`config.mk`:
```
export PLATFORM = sky130hd
export DESIGN_NAME = serial_deserializer
export DESIGN_NICKNAME = d
export VERILOG_FILES = /design/src/rtl/serial_deserializer.sv
export SDC_FILE = /design/constraint.sdc
export NUM_CORES = 1
export LEC_CHECK = 0
export ABC_AREA = 1
export BUFFER_PORTS_ARGS = -buffer_cell sky130_fd_sc_hd__buf_2
export CAP_MARGIN = 20
export CORE_MARGIN = 2
export CORE_UTILIZATION = 45
export DETAILED_ROUTE_END_ITERATION = 8
export PLACE_DENSITY = 0.64
export SETUP_SLACK_MARGIN = 0.05
export SKIP_LAST_GASP = 1
export SYNTH_ARGS = -nofsm -noshare
export SYNTH_HDL_FRONTEND = slang
export SYNTH_SLANG_ARGS = --single-unit
```
`constraint.sdc`:
```
create_clock -name clk -period 1.85 [get_ports clk]
set_input_delay 0.0925 -clock clk [delete_from_list [all_inputs] [get_ports clk]]
set_output_delay 0.0925 -clock clk [all_outputs]
set_load 0.05 [all_outputs]
```
`src/rtl/serial_deserializer.sv`:
```
// rtl/serial_deserializer.sv - rebuilds LSB-first WIDTH-bit words from a serial_in/start_in stream.
// Optional DESER_INPUT_SYNC_EN puts a 2-flop synchronizer on both inputs (+2 clk latency).
module serial_deserializer #(
  parameter int WIDTH = 8,
  parameter int CNT_W = 8
) (
  input  logic             clk,
  input  logic             rst_n,
  input  logic             serial_in,
  input  logic             start_in,
  output logic [WIDTH-1:0] data_out,
  output logic             data_valid,
  output logic             busy,
  output logic             frame_err,
  output logic [CNT_W-1:0] err_count
);

  localparam int BW = (WIDTH > 2) ? $clog2(WIDTH) : 1;
  localparam logic [BW-1:0] LAST_BIT = BW'(WIDTH - 1);

  typedef enum logic {IDLE, SHIFT} state_t;

  state_t           state;
  logic [BW-1:0]    bit_cnt;
  logic [WIDTH-2:0] shreg;
  logic             ser;
  logic             start;

`ifdef DESER_INPUT_SYNC_EN
  logic [1:0] ser_sync;
  logic [1:0] start_sync;

  always_ff @(posedge clk) begin
    if (!rst_n) begin
      ser_sync   <= 2'b00;
      start_sync <= 2'b00;
    end else begin
      ser_sync   <= {ser_sync[0], serial_in};
      start_sync <= {start_sync[0], start_in};
    end
  end

  assign ser   = ser_sync[1];
  assign start = start_sync[1];
`else
  assign ser   = serial_in;
  assign start = start_in;
`endif

  // The final bit never lands in shreg; it goes straight into data_out with the rest.
  always_ff @(posedge clk) begin
    if (!rst_n) begin
      state      <= IDLE;
      bit_cnt    <= '0;
      shreg      <= '0;
      data_out   <= '0;
      data_valid <= 1'b0;
      busy       <= 1'b0;
      frame_err  <= 1'b0;
      err_count  <= '0;
    end else begin
      data_valid <= 1'b0;
      frame_err  <= 1'b0;
      case (state)
        IDLE: begin
          if (start) begin
            shreg    <= '0;
            shreg[0] <= ser;
            bit_cnt  <= BW'(1);
            state    <= SHIFT;
            busy     <= 1'b1;
          end
        end
        SHIFT: begin
          if (start) begin
            frame_err <= 1'b1;
            if (err_count != {CNT_W{1'b1}}) begin
              err_count <= err_count + 1'b1;
            end
            shreg    <= '0;
            shreg[0] <= ser;
            bit_cnt  <= BW'(1);
          end else if (bit_cnt == LAST_BIT) begin
            data_out   <= {ser, shreg};
            data_valid <= 1'b1;
            bit_cnt    <= '0;
            state      <= IDLE;
            busy       <= 1'b0;
          end else begin
            shreg[bit_cnt] <= ser;
            bit_cnt        <= bit_cnt + 1'b1;
          end
        end
        default: begin
          state <= IDLE;
          busy  <= 1'b0;
        end
      endcase
    end
  end

endmodule

```
==> results_dict.tcl <==
set metrics [dict create \
    regArea_um2 601 \
    maxCapViolations 0 \
    routed-via-count 1284 \
    ys_types 25 \
    ctsHoldBuffers 0 \
    drc 0 \
    setup_viol 0 \
    area_growth_pct 13.0 \
    min_path_type "in2reg" \
    die_h_um 59.5 \
    cts_root_buf "clkbuf_4" \
    gr-total-overflow 0 \
    grt_use_total 0.184 \
    finalHoldViolCount 0 \
    grt_pass1_wl_mm 4.80 \
    path_clk_slew_ps 90 \
    num_rows 20 \
    place_ws_ps 155 \
    start_util 0.462 \
    die-area_um2 3540 \
    grt_pass1_vias 1173 \
    leakage_nw 0.690 \
    die_w_um 59.5 \
    drive_gt1_frac 0.217 \
    fin_tns_setup_ps 0 \
    syn_area_um2 1390 \
    syn_inst 186 \
    clock_skew_ps 6.17 \
    outcome "complete, no violations" \
    fin_nets 220 \
    drt_iter0_drc 70 \
    place_hpwl_mm 2.13 \
    layout_min_cycle_time_ps 1610 \
    critPathLaunchType "flip-flop" \
    yosys_warnings 0 \
    arrival_ps 1870 \
    antenna_cells 0 \
    via_per_inst 5.24 \
    rsz0062_at_grt "no" \
    worst_pin_slew_ps 379 \
    final_max_slew_viol_count 0 \
    crit_type "reg2reg" \
    cts_tree "yes" \
    routedWlPerCell_um 11.5 \
    cts.sinks 30 \
    gp_congestion 0.800 \
    layout_setup_ws_ps 242 \
    p_per_area_nw_per_um2 711 \
    max_freq_mhz 622 \
    clk_latency_ps 330 \
    cts_max_level 2 \
    dpl_cell_area_um2 1520 \
    wirelength_mm 2.82 \
    dr.pass1.iters 5 \
    timing.hold.ws_ps 30.2 \
    antenna_found_initial 0 \
    cts_buffers 5 \
    clockBufferDepth 2 \
    syn-num-nets 194 \
    yosysSeqAreaShare 0.433 \
    fill_cells 310 \
    critPathRequiredTime_ps 2110 \
    ir_drop_mv 0.450 \
    multi_input_comb_area_um2 686 \
    coreArea_um2 3000 \
    avgSynthCellArea_um2 7.46 \
    portBuffers 22 \
    crit_path_max_fanout 10 \
    total_power_mw 1.12 \
    endpoint_kind "flip-flop" \
    ys_ff_latch 30 \
    pin_count 23 \
    final_area_um2 1570 \
    grt_max_degree 14 \
    ant_nets 0 \
    fin_crit_sh 0.869 \
    slew_headroom 0.747 \
]
## cells in the final DEF (no fill, tap or decap), drive strengths merged, types with 4 or more instances in the layout
cell | Yosys | final
ha | 4 | 4
a21oi | 18 | 18
nand3 | 27 | 27
nand2 | 47 | 47
inv | 17 | 17
nor3 | 6 | 6
buf | 5 | 24
clkbuf | 0 | 5
dfxtp | 30 | 30
nand4 | 4 | 4
nor2 | 19 | 19
## area by class of cell
| type | instances | area share |
|---|---|---|
| Timing Repair Buffer | 24 | 0.0798 |
| Clock buffer | 5 | 0.0239 |
| Inverter | 18 | 0.0431 |
| Sequential cell | 30 | 0.383 |
| Tap cell | 33 | 0.0263 |
| Clock inverter | 2 | 0.00638 |
| Multi-Input combinational cell | 133 | 0.437 |
## through the flow
stage / util / std cells
after CTS: 0.521 / 245
after floorplan: - / 186
final: 0.522 / 245
after global placement: 0.505 / 238
after global routing: 0.522 / 245
after detailed placement: 0.505 / 238
## path summary, 6_finish.rpt
path | startpoint | end | slack [ps] | depth (start not counted)
hold / removal | rst_n | shreg[0]$_SDFFE_PN0P_ | 30 | 3
setup reg to reg | bit_cnt[0]$_SDFFE_PN0P_ | shreg[5]$_SDFFE_PN0P_ | 240 | 7
hold reg to reg | data_out[4]$_SDFFE_PN0P_ | data_out[4]$_SDFFE_PN0P_ | 460 | 2
setup / recovery | bit_cnt[0]$_SDFFE_PN0P_ | shreg[5]$_SDFFE_PN0P_ | 240 | 7
## Yosys cell counts (all sizes together)
cell type | n | area share
nand2 | 47 | 0.14
dfxtp | 30 | 0.43
nand3 | 27 | 0.10
nor2 | 19 | 0.066
a21oi | 18 | 0.073
inv | 17 | 0.046
nor3 | 6 | 0.022
buf | 5 | 0.026
ha | 4 | 0.036
nand4 | 4 | 0.018
o21ai | 3 | 0.011
o211ai | 2 | 0.011
a211oi | 1 | 0.0054
clkinv | 1 | 0.0027
nand3b | 1 | 0.0054
xor2 | 1 | 0.0063
## critical path, stage by stage (launching register included)
cell	delay (ps)
dfxtp_1	390
ha_1	260
ha_2	260
nor2_4	170
inv_2	80
a21oi_4	190
nand2_2	80
o21ai_1	120
## report_power, final
part | switching, mW | leakage (nW) | internal (mW)
combinational | 0.0691 | 0.416 | 0.0259
sequential | 0.0112 | 0.243 | 0.656
clock | 0.217 | 0.0308 | 0.136
## cells by family after synthesis
group                    Yosys count  synth area share
flip-flops                        30             0.433
buffers and inverters             23            0.0748
adder cells (fa/ha/maj)            4            0.0361
XOR/XNOR                           1           0.00631
AND/OR/NAND/NOR                  104             0.350
AO/OA/AOI/OAI                     24             0.100
## per-layer routing
layer  track usage  up-vias  wire length, µm
met5             0        -                0
met4        0.0889        0               33
met3        0.0655        6              134
met2         0.316       32             1430
met1         0.200      581             1230
li1              -      665                -
## flip-flops by register name (all words and copies together), names as in the netlist
signal,flops
data_valid,1
busy,1
state,1
data_out,8
frame_err,1
shreg,7
bit_cnt,3
err_count,8
## timing repair
item / CTS / global route
gates resized for setup: 0 / 1
endpoints found under the setup margin: 0 / 9
setup buffers: 0 / 0
hold endpoints to repair: 0 / 0
Power figures use the tool's default switching activity.
